==> src/rtl/if_fetch.sv <==
// Instruction-fetch stage: owns the PC, drives the instruction memory handshake
// and writes the IF_ID register. Redirects from decode squash or drain in-flight fetches.
module if_fetch #(
  parameter logic [31:0] RESET_PC   = 32'h8000_0000,
  parameter logic [31:0] IRQ_VECTOR = 32'h8000_0004,
  parameter logic [31:0] EXC_VECTOR = 32'h8000_0008,
  parameter logic [31:0] BUBBLE_PC4 = 32'h8000_0000
) (
  input  logic        clk,
  input  logic        rst_n,
  input  logic        PC_IF_ID_Write,
  input  logic        Z,
  input  logic        J,
  input  logic        JR,
  input  logic        interrupt,
  input  logic        exception,
  input  logic [31:0] branch_target,
  input  logic [31:0] jump_target,
  input  logic [31:0] jr_target,
  output logic        imem_req,
  output logic [31:0] imem_addr,
  input  logic        imem_ready,
  input  logic [31:0] imem_rdata,
  output logic [63:0] IF_ID
);

  typedef enum logic {FETCH, DRAIN} state_t;

  localparam logic [63:0] BUBBLE = {BUBBLE_PC4, 32'h0000_0000};

  state_t      state, state_d;
  logic [31:0] pc, pc_d;
  logic [31:0] pc_plus4;
  logic [31:0] pend_target, pend_target_d;
  logic        hold_valid, hold_valid_d;
  logic [31:0] hold_instr, hold_instr_d;
  logic [31:0] hold_pc4, hold_pc4_d;
  logic [63:0] if_id_d;
  logic        redirect;
  logic [31:0] target;

  assign pc_plus4  = pc + 32'd4;
  assign imem_addr = pc;
  assign imem_req  = ((state == FETCH) && !hold_valid) || (state == DRAIN);

  // Decode's control outputs are unreliable during a load-use stall.
  assign redirect = PC_IF_ID_Write & (interrupt | exception | JR | J | Z);

  always_comb begin
    if (interrupt)      target = IRQ_VECTOR;
    else if (exception) target = EXC_VECTOR;
    else if (JR)        target = jr_target;
    else if (J)         target = jump_target;
    else                target = branch_target;
  end

  // NOTE: every output of this block gets a default first, so no path leaves
  // a value unassigned and no latch can be inferred.
  always_comb begin
    state_d       = state;
    pc_d          = pc;
    pend_target_d = pend_target;
    hold_valid_d  = hold_valid;
    hold_instr_d  = hold_instr;
    hold_pc4_d    = hold_pc4;
    if_id_d       = IF_ID;

    unique case (state)
      FETCH: begin
        if (redirect) begin
          if_id_d      = BUBBLE;
          hold_valid_d = 1'b0;
          if (imem_req && !imem_ready) begin
            state_d       = DRAIN;
            pend_target_d = target;
          end else begin
            pc_d = target;
          end
        end else if (PC_IF_ID_Write) begin
          if (hold_valid) begin
            if_id_d      = {hold_pc4, hold_instr};
            hold_valid_d = 1'b0;
          end else if (imem_ready) begin
            if_id_d = {pc_plus4, imem_rdata};
            pc_d    = pc_plus4;
          end else begin
            if_id_d = BUBBLE;
          end
        end else if (imem_req && imem_ready) begin
          hold_instr_d = imem_rdata;
          hold_pc4_d   = pc_plus4;
          hold_valid_d = 1'b1;
          pc_d         = pc_plus4;
        end
      end

      DRAIN: begin
        if (PC_IF_ID_Write) if_id_d = BUBBLE;
        if (redirect) pend_target_d = target;
        if (imem_ready) begin
          // The late response belongs to the wrong path and is dropped.
          state_d = FETCH;
          pc_d    = redirect ? target : pend_target;
        end
      end

      default: state_d = FETCH;
    endcase
  end

  // NOTE: sequential state uses non-blocking assignments so every register
  // samples the pre-edge values computed above.
  always_ff @(posedge clk or negedge rst_n) begin
    if (!rst_n) begin
      state       <= FETCH;
      pc          <= RESET_PC;
      pend_target <= 32'h0000_0000;
      hold_valid  <= 1'b0;
      IF_ID       <= BUBBLE;
    end else begin
      state       <= state_d;
      pc          <= pc_d;
      pend_target <= pend_target_d;
      hold_valid  <= hold_valid_d;
      IF_ID       <= if_id_d;
    end
  end

  // NOTE: the holding buffer is qualified by hold_valid, so its data fields
  // need no reset and live in their own reset-free process.
  always_ff @(posedge clk) begin
    hold_instr <= hold_instr_d;
    hold_pc4   <= hold_pc4_d;
  end

endmodule

==> config.mk <==
export PLATFORM = sky130hd
export DESIGN_NAME = if_fetch
export DESIGN_NICKNAME = d
export VERILOG_FILES = /design/src/rtl/if_fetch.sv
export SDC_FILE = /design/constraint.sdc
export NUM_CORES = 1
export LEC_CHECK = 0
export ABC_AREA = 0
export CAP_MARGIN = 15
export CORE_MARGIN = 2
export CORE_UTILIZATION = 45
export CTS_BUF_LIST = sky130_fd_sc_hd__clkbuf_8
export DETAILED_ROUTE_END_ITERATION = 16
export HOLD_SLACK_MARGIN = 0.02
export PLACE_DENSITY = 0.78
export SYNTH_ARGS = -nofsm -noshare
export SYNTH_HDL_FRONTEND = slang
export SYNTH_SLANG_ARGS = --single-unit
==> constraint.sdc <==
create_clock -name clk -period 5.7 [get_ports clk]
set_input_delay 1.425 -clock clk [delete_from_list [all_inputs] [get_ports clk]]
set_output_delay 1.425 -clock clk [all_outputs]
set_load 0.01 [all_outputs]
* Word level (Yosys, flattened, before mapping)
Cells that the tools add are included.
Word-level totals: bits in registers 194, input bits 137, output and inout bits 97, logic and storage cells 66
Cells by class: $add $sub $neg 1, equality and inequality tests 9, muxes and demuxes 29, bitwise gates (word level) 8, reduce and logical (&&, ||, !) cells 12
Operators with widths (number):
- 2-to-1 mux 32 bit | 14
- 2-to-1 mux 64 bit | 5
- case mux 32 bit (2 select lines) | 2
- case mux 64 bit (2 select lines) | 1
- adder 32 x 3 -> 32 bit, second input constant | 1
- != test 4 bit, second input constant | 2
- 2-to-1 mux 1 bit | 6
- != test 2 bit, second input constant | 3
- != test 3 bit, second input constant | 2
- AND reduction 2 bit | 3
- AND reduction 5 bit | 1
- != test 4 x 3 -> 1 bit, second input constant | 1
- OR 1 bit | 4
- AND reduction 4 bit | 1
- logical AND 1 bit | 3
- NOT 1 bit | 3
- nonzero test 3 bit | 1
- zero test 1 bit | 2
- != test 2 x 1 -> 1 bit, second input constant | 1
- case mux 1 bit (2 select lines) | 1
- AND 1 bit | 1
- logical OR 1 bit | 1

* Longest topological paths before layout
Gate-level depths: netlist (run 1).
word-level depth 8, depth in mapped cells 8, gate-level depth less buffers 6

* Worst setup path before layout (run 1)
Ideal clock, no wire load.
path kind input -> register, from input port PC_IF_ID_Write, to register hold_instr[0] (enable), setup time 0.565 ns, arrival time 6.447 ns, required time 5.135 ns, setup slack -1.312 ns, stages 4, buffers on the path 3, cells stage by stage clkbuf_1 > clkbuf_1 > buf_1 > nor3_1
Between the ends: word-level cells in the longest chain between the ends 3, elaborated cells on any way between the ends 4, classes of those cells 3 x bitwise; 1 x reduce/logical
Ends and longest elaborated chain:
- start, declared | line 11 | input logic PC_IF_ID_Write,
- AND 1 bit | line 47 | assign redirect = PC_IF_ID_Write & (interrupt | exception | JR | J | Z);
- NOT 1 bit (no line)
- AND reduction 4 bit (no line) (*)
- end signal, assigned | line 132 | hold_instr <= hold_instr_d;
- end, declared | line 36 | logic [31:0] hold_instr, hold_instr_d;
Every way passes the cells marked *; elsewhere a longest branch is shown, timed or not. A chain may end at the register's enable or synchronous reset.

* Final worst setup path (run 1)
from input port Z, to register IF_ID[2]
Between the ends: word-level cells in the longest chain between the ends 4, elaborated cells on any way between the ends 6, classes of those cells 1 x eq/ne; 2 x mux; 2 x bitwise; 1 x reduce/logical
Ends and longest elaborated chain:
- start, declared | line 12 | input logic Z,
- OR 1 bit (*) | line 47
- AND 1 bit (*) | line 47
- 2-to-1 mux 64 bit or != test 3 bit (tied branches)
- case mux 64 bit (2 select lines) or AND reduction 2 bit (tied branches)
- end signal, assigned | line 125 | IF_ID <= if_id_d;
- end, declared | line 24 | output logic [63:0] IF_ID
Marked as above.

==> out/results.txt, run 1 <==
Area of the die: 0.0219 sq mm. The total detailed-routing wirelength is 24800 microns. The vertical die dimension works out to 148 microns. Setup repair after global routing left no endpoint under its margin. The run gives 28.2% as the headroom to the max-slew limit. No sink is reached through more buffers than the 2 on the longest clock path. The completed layout was analyzed and its total power is 3380 uW. Static timing analysis puts the maximum clock frequency at 0.249 GHz. Count of flip-flops with a built-in enable after synthesis: 64. The cell at the root of the clock tree was sky130_fd_sc_hd__clkbuf_8.

Setup violations remaining at the end of the flow were counted as 0. The post-CTS repair timing setup buffer count is 0. The combined buffer and inverter count along the critical path is 1.

Power spread over the standard cell area amounts to 275 mW/mm^2. The number of global-route vias before repair came out at 7226. Leaving out fill and tap cells, the most frequent cell in the layout is sky130_fd_sc_hd__clkdlybuf4s50_1. The total clock buffers created by CTS was 17. For this run, the post-layout net count is 1225. The tools report the final count of hold timing violations as 0. Summed over all cells, the static leakage comes to 0.00476 uW.

The number of antenna diodes in the final layout is 0. The launch point of the critical path is Z. Delay of the slowest cell on the worst path: 1.12 ns.

The register area share after synthesis is 55.5%. The run gives 0 as the synthesis warning total. The first-pass GRT wire length was 40200 microns. Clock skew on the completed layout was measured at 0.0120 ns. The run gives 1023 as the net count of the mapped netlist. The tools report the worst reg2reg path endpoint as IF_ID[2]$_DFFE_PN0P_. Of the cells placed in the final design, the portion with a size suffix greater than 1 is 8.36%. STA puts the critical path data arrival time at 4.40 ns.

Among all flip-flop cells after synthesis, the most frequent one is sky130_fd_sc_hd__dfrtp_1. The tightest min-delay check is of the flip-flop to flip-flop type. TritonCTS built the clock tree.

The DRC violation count after routing is 0, and the number of cell instances on the worst register-to-register path is 6. The tools report the capturing element type of the critical path as a flip-flop. The required time of the critical path was 6.09 ns.

The length of the first detailed-routing pass in iterations was 5. The count of distinct cell types in the synthesized netlist was 61; the total number of cells along the worst setup path was 6. The mean post-synth cell area is 10.5 sq um, and the post-route setup TNS is 0 ns.

The initial utilization of the core area, before any placement, comes to 46.0%. Hold timing on the final database bottoms out at a slack of 0.473 ns. For the floorplan row count, the log shows 52. For this design, the slowest cell found on the critical path is sky130_fd_sc_hd__nor2_4.

The run finished with clean final reports. The worst setup path is launched from an input port. In this run the cell area of the synthesized design comes to 0.00933 sq mm. The path type of the worst setup path was input port to flip-flop.

The smallest clock period supported by the final layout is computed as 4.02 ns. Clock latency on the worst-skew pair, taken at its later pin, is 0.46 ns. Entering global routing, the biggest net connects 89 pins. Synthesis inferred 194 register bits.

In the layout the commonest cells are sky130_fd_sc_hd__clkdlybuf4s50_1, sky130_fd_sc_hd__dfrtp_1, sky130_fd_sc_hd__o21ai_0. The half-perimeter wire length of the detailed placement result was 18200 microns. The number of antenna violations at the first check in global routing is 0, and the largest fanout on the critical path is 44. The final number of max-transition violations was 0.

Among cell families on the critical path, the largest total delay comes from simple AND/OR/NAND/NOR gates. In this run the worst setup path terminates at IF_ID[2]$_DFFE_PN0P_. Synthesis produced 885 cells. The wire length per cell was 18.1 microns; the worst reg-to-reg setup slack was 2.60 ns. The signal on the critical path passes through clkdlybuf4s50_1, nor3_1, nand3_1, nor2_4, a22oi_1, o21ai_0. The overall track demand over capacity in global routing is 23.3%. The count of nets left with antenna violations once routing finished came out at 0.

The die extent in x was 148 microns. Remaining global-route overflow: 0. Across the VDD grid, the largest voltage drop is 152 uV. At the pin with the least slew margin, the transition time is 1.07 ns.

The H-tree generated during clock tree synthesis spans 4 levels. Port buffering added 233 buffers. Post-cts repair resize count: 0. Dividing the detail-routed via count by the number of cells gives 5.46. The number of top-level design ports is 234.

The logs give 0 for the number of hold-repair buffers added at the cts stage and 194 for the clock net sink count. The congestion estimate from routability-driven global placement came to 0.846. The routed layout has 7479 vias.

The number of placed instances, taps included, is 1337. After layout, the worst path uses 70.5% of the clock period. The core area was 0.0203 sq mm; the register clock-pin slew on the reported worst setup and hold paths was 0.10 ns. In this run the critical register-to-register path is launched from state$_DFF_PN0_. From synthesis to final layout, the design area changed by 31.8%.

The count of cells in the finished layout, fillers not included, comes to 1370. After synthesis, the share of flip-flops with an asynchronous set or reset is 67.0%. The first routing iteration left 557 violations.

Max-cap check violation count: 0.
worst min-delay path by stage:
stage          depth (start not counted)                          to                        from
6_report                               2       IF_ID[47]$_DFFE_PN0P_      hold_pc4[15]$_DFFE_PP_
5_1_grt                                1       IF_ID[49]$_DFFE_PN0P_      hold_pc4[17]$_DFFE_PP_
4_1_cts                                2        IF_ID[9]$_DFFE_PN0P_     hold_instr[9]$_DFFE_PP_
3_5_place_dp                           2  pend_target[7]$_DFFE_PN0P_  pend_target[7]$_DFFE_PN0P_
3_3_place_gp                           2       IF_ID[47]$_DFFE_PN0P_      hold_pc4[15]$_DFFE_PP_
2_1_floorplan                          2       IF_ID[47]$_DFFE_PN0P_      hold_pc4[15]$_DFFE_PP_
metal layers:
| metal | up-vias | wire length, microns | GRT usage, % | part of all wire, % |
|---|---|---|---|---|
| met5 | - | 0 | 0 | 0 |
| met4 | 0 | 233 | 5.00 | 0.94 |
| met3 | 13 | 1590 | 3.80 | 6.4 |
| met2 | 300 | 11600 | 36.5 | 47 |
| met1 | 3555 | 11400 | 34.4 | 46 |
| li1 | 3611 | - | - | - |
flip-flops by register name, summed over array words and instances (netlist names):
register and flops:
IF_ID 64, state 1, imem_addr 32, hold_pc4 32
pend_target 32, hold_instr 32, hold_valid 1
cell usage after synthesis (all sizes together) (20+ instances only):
library cell	instances	area share (%)
mux2	22	2.7
nand2	78	3.1
edfxtp	64	21
nor2	24	0.97
nand2b	20	1.3
clkbuf	51	2.1
mux2i	26	2.8
o211ai	25	2.0
a22oi	43	3.5
a21oi	24	1.3
o21ai	97	5.2
inv	67	2.7
dfrtp	128	34
through the flow:
stage               worst slack [ns]  instance area [sq um]  util, %
finish                          1.68                  12300     60.6
floorplan                      0.692                   9340        -
global route                    1.39                  12300     60.6
detailed placement              1.20                  11900     58.5
global placement                1.40                  11900     58.5
CTS                             1.69                  12300     60.5
layout make-up:
type	count	area, sq um
Clock buffer	18	248
Clock inverter	14	164
Fill cell	1728	8000
Inverter	67	251
Multi-Input combinational cell	558	3680
Sequential cell	194	5180
Tap cell	270	338
Timing Repair Buffer	249	2450
logic make-up after synthesis:
group	Yosys count	share of synthesized area, %
AO/OA/AOI/OAI	269	19.0
XOR/XNOR	28	2.79
adder cells (fa/ha/maj)	1	0.134
buffers and inverters	133	5.50
flip-flops	194	55.5
multiplexers	48	5.44
AND/OR/NAND/NOR	212	11.6
worst register-to-register path, stage by stage, from the launching register on:
cell,delay [ns]
sky130_fd_sc_hd__dfrtp_1,0.37
sky130_fd_sc_hd__buf_4,0.24
sky130_fd_sc_hd__nor2b_1,0.27
sky130_fd_sc_hd__nand3_1,0.71
sky130_fd_sc_hd__nor2_4,1.12
sky130_fd_sc_hd__a22oi_1,0.19
sky130_fd_sc_hd__o21ai_0,0.14
where the power goes:
group / internal, uW / switching [uW]
sequential: 1580 / 142
combinational: 361 / 380
clock: 445 / 472
No activity file was read; power rests on OpenSTA's default activity.
==> inputs of run 2 (changes only) <==
Settings changed: PLACE_DENSITY 0.78 to 0.75.
Clock period 5.7 ns to 3.85 ns, I/O delays scaled along.
==> run 2 against run 1 <==
Against the previous run:
- die area stayed put
- core utilization grew 0.20 points
- final cell count rose by 0.51%
- total power is 47% higher
- worst setup slack worse by 0.79 ns
- non-clock buffer count up 7
==> out/results.txt, run 2 (synthesis gave the netlist of run 1 again) <==
Across the run, the number of max-cap violations was 0. Overall track demand over capacity in global routing: 23.1%. Post-CTS timing repair inserted 0 buffers for setup.

The count of port buffers added during placement was 233; the arrival time at the worst endpoint was 3.31 ns. The slew at the pin with the worst max-slew slack is 0.916 ns. For the floorplan row count, the log shows 52. Wires add up to 24900 microns. Register bank with the most flops: IF_ID.

For this run, the slowest stage of the critical path takes 0.72 ns. Fraction of final layout cells sized beyond drive strength 1: 9.03%. The library cells used most frequently in the layout, excluding fill and tap cells, are sky130_fd_sc_hd__clkdlybuf4s50_1, sky130_fd_sc_hd__dfrtp_1, sky130_fd_sc_hd__o21ai_0. The cell at the root of the clock tree is sky130_fd_sc_hd__clkbuf_8. Clock-pin slew was measured on the worst setup and hold paths at 0.10 ns.

Counting every sink on the clock net gives 194. Setup repair after global routing left no endpoint under its margin. The number of hold-repair buffers added at the cts stage is 0. Counting the fill cells in the layout gives 1752.

The first-iteration detailed-routing DRC count is 581. The first global-routing pass estimated 39800 microns of wire. For the largest buffer count on any clock path, the log shows 2.

The cell at the slowest stage of the critical path was sky130_fd_sc_hd__o21ai_1. In the routed layout, each cell is associated on average with a via count of 5.50. The number of routed nets with antenna violations is 0. Leaving out fill and tap cells, the most frequent cell in the layout is sky130_fd_sc_hd__clkdlybuf4s50_1.

STA classifies the critical path endpoint as a flip-flop. In this run the critical register-to-register path is captured at IF_ID[60]$_DFFE_PN0P_. The die extent in x was 148 microns. Entering global routing, the biggest net connects 71 pins. Sequential cells account for 51.2% of the total power. Per report_power, the combinational group accounts for 22.4% of the total. In this run the vertical extent of the chip is 148 microns. The power spent charging and discharging nets is 1490 uW, and the length of the first detailed-routing pass in iterations is 5. Headroom to the max-slew limit: 38.5%. The total clock buffers created by CTS came out at 17. Number of flip-flops under the largest register name: 64.

The logs give 0.434 ns for the pre-CTS setup slack and 0 for the final antenna diode count. The run gives 46.0% as the effective utilization at floorplan. The area growth from synthesis to layout is 32.3%. For the final count of hold timing violations, the log shows 0. Summed over all failing endpoints, the final setup total negative slack is 0 ns.

Net switching is 30.0% of the power. The congestion estimate from routability-driven global placement came to 0.846. Required time of the critical path: 4.20 ns.

The number of cell instances on the worst register-to-register path is 6. Once placement completed, the tool counted placed cells totaling 1345. The flow ran to the end, and the final reports show no timing, DRC or antenna violations. The wire length per cell came out at 18.1 microns. The logs give 1.07 ns for the worst reg-to-reg setup slack and 0 for the final number of max-transition violations.

The number of global-route vias before repair is 7373, and the fmax is 0.338 GHz. For the number of antenna violations at the first check in global routing, the log shows 0. In this run the worst setup path terminates at imem_addr[25]$_DFFE_PN0P_.

The logs give 1232 for the number of nets in the finished design and 0.0219 sq mm for the area of the die. The detailed router placed 7578 vias in this run. The worst clock skew on the final layout is 0.0151 ns, and the largest fanout on the critical path is 38.

STA classifies the critical path startpoint as an input port. TritonCTS built the clock tree. The core region is 0.0203 sq mm.

Startpoint of the most critical register-to-register path: imem_addr[2]$_DFFE_PN0P_. Setup violations remaining at the end of the flow were counted as 0. Path type of the worst min-delay path: flip-flop to flip-flop.

After global routing the overflow that remains totals 0. The H-tree was split into 4 levels. The logs give 0.469 ns for the tightest hold margin and 26.4% for the part of the power in the clock network. Path type of the worst setup path: input port to flip-flop. The clock period could shrink to 2.96 ns.

The logs give 0.892 ns for the smallest setup slack after layout and 0.47 ns for the worst-skew pair later-pin latency. The logs give 199 uV for the peak supply drop and 0 for the DRC violation count after routing. The signal on the critical path passes through clkdlybuf4s50_1, or2_2, o41ai_2, buf_12, o21ai_1, o211ai_1, o32a_1. Post-CTS repair changed the size of 0 cells. The final worst-path cycle share works out to 76.8%. Once detailed placement completed, the half-perimeter wirelength came to 18100 microns. Total power draw: 4970 uW. Across the whole layout, storage elements account for 0.00518 sq mm. For this design the top-level I/O count stands at 234.

Summing all multi-input logic gate instances after layout gives 0.00368 sq mm. The logs give 3480 uW for the internal power summed over all cells and 1377 for the number of non-filler instances in the completed layout. The most critical setup path has its startpoint at exception. Power spread over the standard cell area amounts to 402 mW/mm^2. Reported leakage power: 0.00479 uW.
run 2: power groups by stage:
stage / clock network (uW) / logic (uW) / registers [uW]
final: 1310 / 1110 / 2540
after global routing: 1420 / 1220 / 2570
after CTS: 1330 / 1120 / 2540
after detailed placement: 0 / 1110 / 2580
after global placement: 0 / 1090 / 2580
after floorplan: 0 / 535 / 2560
run 2: worst min path at each step:
stage	from	to	slack, ns	depth (start not counted)
finish	hold_pc4[24]$_DFFE_PP_	IF_ID[56]$_DFFE_PN0P_	0.47	2
global route	hold_pc4[27]$_DFFE_PP_	IF_ID[59]$_DFFE_PN0P_	0.47	1
CTS	hold_pc4[27]$_DFFE_PP_	IF_ID[59]$_DFFE_PN0P_	0.47	1
detailed placement	hold_pc4[24]$_DFFE_PP_	IF_ID[56]$_DFFE_PN0P_	0.45	2
global placement	hold_pc4[15]$_DFFE_PP_	IF_ID[47]$_DFFE_PN0P_	0.45	2
floorplan	hold_pc4[15]$_DFFE_PP_	IF_ID[47]$_DFFE_PN0P_	0.44	2
run 2: routing by layer:
layer,part of all wire [%],track usage (%),up-vias
met3,7.2,4.66,30
li1,-,-,3624
met4,1.9,6.57,0
met2,45,35.3,327
met1,46,33.7,3597
met5,0,0,-
run 2: final cells by class:
| type | instances | share of cell area, % |
|---|---|---|
| inverter | 67 | 2.04 |
| clock inverter | 14 | 1.10 |
| timing repair buffer | 256 | 20.4 |
| multi-input combinational | 558 | 29.8 |
| clock buffer | 18 | 2.01 |
| tap | 270 | 2.74 |
| sequential | 194 | 41.9 |
run 2: metrics by stage:
stage | util, % | area, sq um
after floorplan | - | 9340
after global placement | 58.9 | 12000
after detailed placement | 58.9 | 12000
after CTS | 60.8 | 12300
after global routing | 60.8 | 12300
final | 60.8 | 12300
run 2: worst max-delay path, delay by kind of cell:
family / cells / cell delay, ns
AO/OA/AOI/OAI: 4 / 1.40
buffers and inverters: 2 / 0.76
AND/OR/NAND/NOR: 1 / 0.17
==> inputs of run 3 (changes only) <==
Settings changed: PLACE_DENSITY 0.75 to 0.78.
Clock period 3.85 ns to 2.7 ns, I/O delays scaled along.
==> run 3 against run 2 <==
Against the previous run:
- combinational power up 52%
- via count increased by 3.1%
- design area up 3.1%
- worst hold slack got worse by 0.33 ns
- wire length increased by 3.6%
- clock power grew 60%
- sequential power up 43%
- clock skew is 0.0053 ns lower
- total power grew 49%
- critical path depth decreased by 1
- die area stayed put
- register-to-register slack worse by 0.93 ns
==> out/results.txt, run 3 (synthesis gave the netlist of run 1 again) <==
The vias per cell is 5.55, and the area of the die is 0.0219 sq mm. The pre-CTS setup slack is 0.0364 ns. The run gives 0.889 as the final weighted congestion of routability-driven global placement. In this run the vertical extent of the chip is 148 microns. After clock tree synthesis, the setup repair step added 0 buffers.

The worst clock skew on the final layout came out at 0.00982 ns. The die is 148 microns wide. Number of hold-repair buffers added at the cts stage: 0. The worst setup path is launched from a flip-flop. In the layout the commonest cells are sky130_fd_sc_hd__clkdlybuf4s50_1, sky130_fd_sc_hd__dfrtp_1, sky130_fd_sc_hd__o21ai_0. The clock period could shrink to 2.56 ns.

Measured in cells, the most critical reg-to-reg path has a length of 6. For the worst setup path, the data required time is 3.05 ns. For flop-to-flop paths, the worst setup slack is 0.14 ns.

For this run, design rule violations remaining after detail routing come to 0. The register clock-pin slew on the reported worst setup and hold paths works out to 0.09 ns. TritonCTS built the clock tree. The final number of max-transition violations came out at 0. For this configuration, the core starts out at a cell density of 46.0%. The first global-routing pass estimated 41000 microns of wire.

The final count of hold timing violations was 0. Setup repair after global routing left no endpoint under its margin. Max-cap violations in this run came to 0.

In this run the critical register-to-register path is launched from imem_addr[2]$_DFFE_PN0P_. The largest fanout on the critical path was 6. The number of placed instances, taps included, is 1377.

The run gives 7637 as the number of global-route vias before repair. The path type of the worst setup path is flip-flop to flip-flop. Once placement finished, the instance area stood at 0.0123 sq mm. The count of port buffers added during placement was 233. The peak supply drop came out at 265 uV. For the half-perimeter wire length of the detailed placement result, the log shows 19200 microns. In this run the worst hold path is classified as input port to asynchronous set/reset pin. The run finished with clean final reports. The number of antenna diodes in the final layout is 0.

The number of antenna violations at the first check in global routing is 0, and the number of routed nets with antenna violations is 0. In this run, post-CTS repair resized a total of 0 instances. During I/O placement, the number of pins put on the boundary was 234.

Power spread over the standard cell area amounts to 582 mW/mm^2. After global routing the overflow that remains totals 0. The total clock buffers created by CTS was 17. The most frequent standard cell in the layout excluding fill and tap cells is sky130_fd_sc_hd__clkdlybuf4s50_1. The region available for standard cell placement spans 0.0203 sq mm. Global routing used 23.7% of the available tracks. The cell at the root of the clock tree is sky130_fd_sc_hd__clkbuf_8.

The floorplan has 52 rows. The length of the first detailed-routing pass in iterations was 5. The wire length per cell is 18.3 microns, and the clock net sink count is 194. Total detailed-routing wirelength: 25800 microns.

The largest buffer count on any clock path is 2, and the total of endpoints with negative setup slack in the final report is 0. The endpoint identified for the worst register-to-register timing path is IF_ID[60]$_DFFE_PN0P_. The first-iteration detailed-routing DRC count came out at 618. The analysis attributes to cell leakage a power of 0.00499 uW. Entering global routing, the biggest net connects 70 pins. The register with the most flip-flops in the layout has 64 of them. The smallest setup slack after layout is 0.141 ns, and the number of nets in the finished design is 1264. The count of cells in the finished layout, fillers not included, comes to 1409. In the final layout, the share of cells above drive strength 1 is 11.7%. For the fmax, the log shows 0.391 GHz. Data on the critical path arrives at its endpoint at 2.91 ns. More flip-flops sit in one register than any other, and that register is IF_ID. Of the available clock period, the critical path in the final layout requires 94.8%. The finished cells cover 0.0127 sq mm.

Across all layers, the routed design uses 7813 vias. In this run the number of H-tree levels came out at 4. For the worst-skew pair later-pin latency, the log shows 0.47 ns. The area growth from synthesis to layout is 36.4%.

At the pin with the least slew margin, the transition time is 0.673 ns. The tools report the capturing element type of the critical path as a flip-flop. The tools report the headroom to the max-slew limit as 55.1%.
-- run 3: worst max path at each step --
stage | startpoint | endpoint | slack [ns] | cells after the start
floorplan | PC_IF_ID_Write | hold_instr[0]$_DFFE_PP_ | -0.34 | 4
global placement | interrupt | imem_addr[22]$_DFFE_PN0P_ | 0.08 | 8
detailed placement | interrupt | imem_addr[22]$_DFFE_PN0P_ | 0.04 | 8
CTS | imem_addr[2]$_DFFE_PN0P_ | IF_ID[60]$_DFFE_PN0P_ | 0.15 | 6
global route | imem_addr[2]$_DFFE_PN0P_ | IF_ID[60]$_DFFE_PN0P_ | 0.09 | 6
finish | imem_addr[2]$_DFFE_PN0P_ | IF_ID[60]$_DFFE_PN0P_ | 0.14 | 6
-- run 3: per-layer routing --
layer / vias up / global-route usage (%) / share of wire (%)
li1: 3690 / - / -
met1: 3687 / 33.5 / 45
met2: 391 / 37.1 / 45
met3: 45 / 4.44 / 7.6
met4: 0 / 8.10 / 2.4
met5: - / 0 / 0
-- run 3: cell type report --
class	count	area, sq um
fill	1659	7570
clock inverter	12	180
multi-input combinational	558	3670
clock buffer	20	275
timing repair buffer	288	2830
sequential	194	5180
inverter	67	251
tap	270	338
-- run 3: report_power, final --
| part | leakage, uW | switching (uW) | total [uW] | internal [uW] |
|---|---|---|---|---|
| combinational | 0.00243 | 858 | 1690 | 828 |
| sequential | 0.00233 | 279 | 3620 | 3340 |
| clock | 0.000227 | 1010 | 2100 | 1090 |
-- run 3: worst max-delay path, cell delays in order, from the launching register on --
cell                      delay, ns
sky130_fd_sc_hd__dfrtp_1       0.51
sky130_fd_sc_hd__ha_1          0.23
sky130_fd_sc_hd__nand3_1       0.10
sky130_fd_sc_hd__or4_1         0.54
sky130_fd_sc_hd__or4_4         0.58
sky130_fd_sc_hd__xnor2_2       0.16
sky130_fd_sc_hd__a221o_1       0.31
-- run 3: metrics by stage --
stage	setup TNS (ns)	util [%]	total power, uW	hold slack, ns
after global placement	0	60.5	5300	0.446
final	0	62.7	7400	0.135
after floorplan	-21.52	-	4420	0.379
after CTS	0	62.7	7440	0.133
after global routing	0	62.7	7730	0.150
after detailed placement	0	60.5	5350	0.461
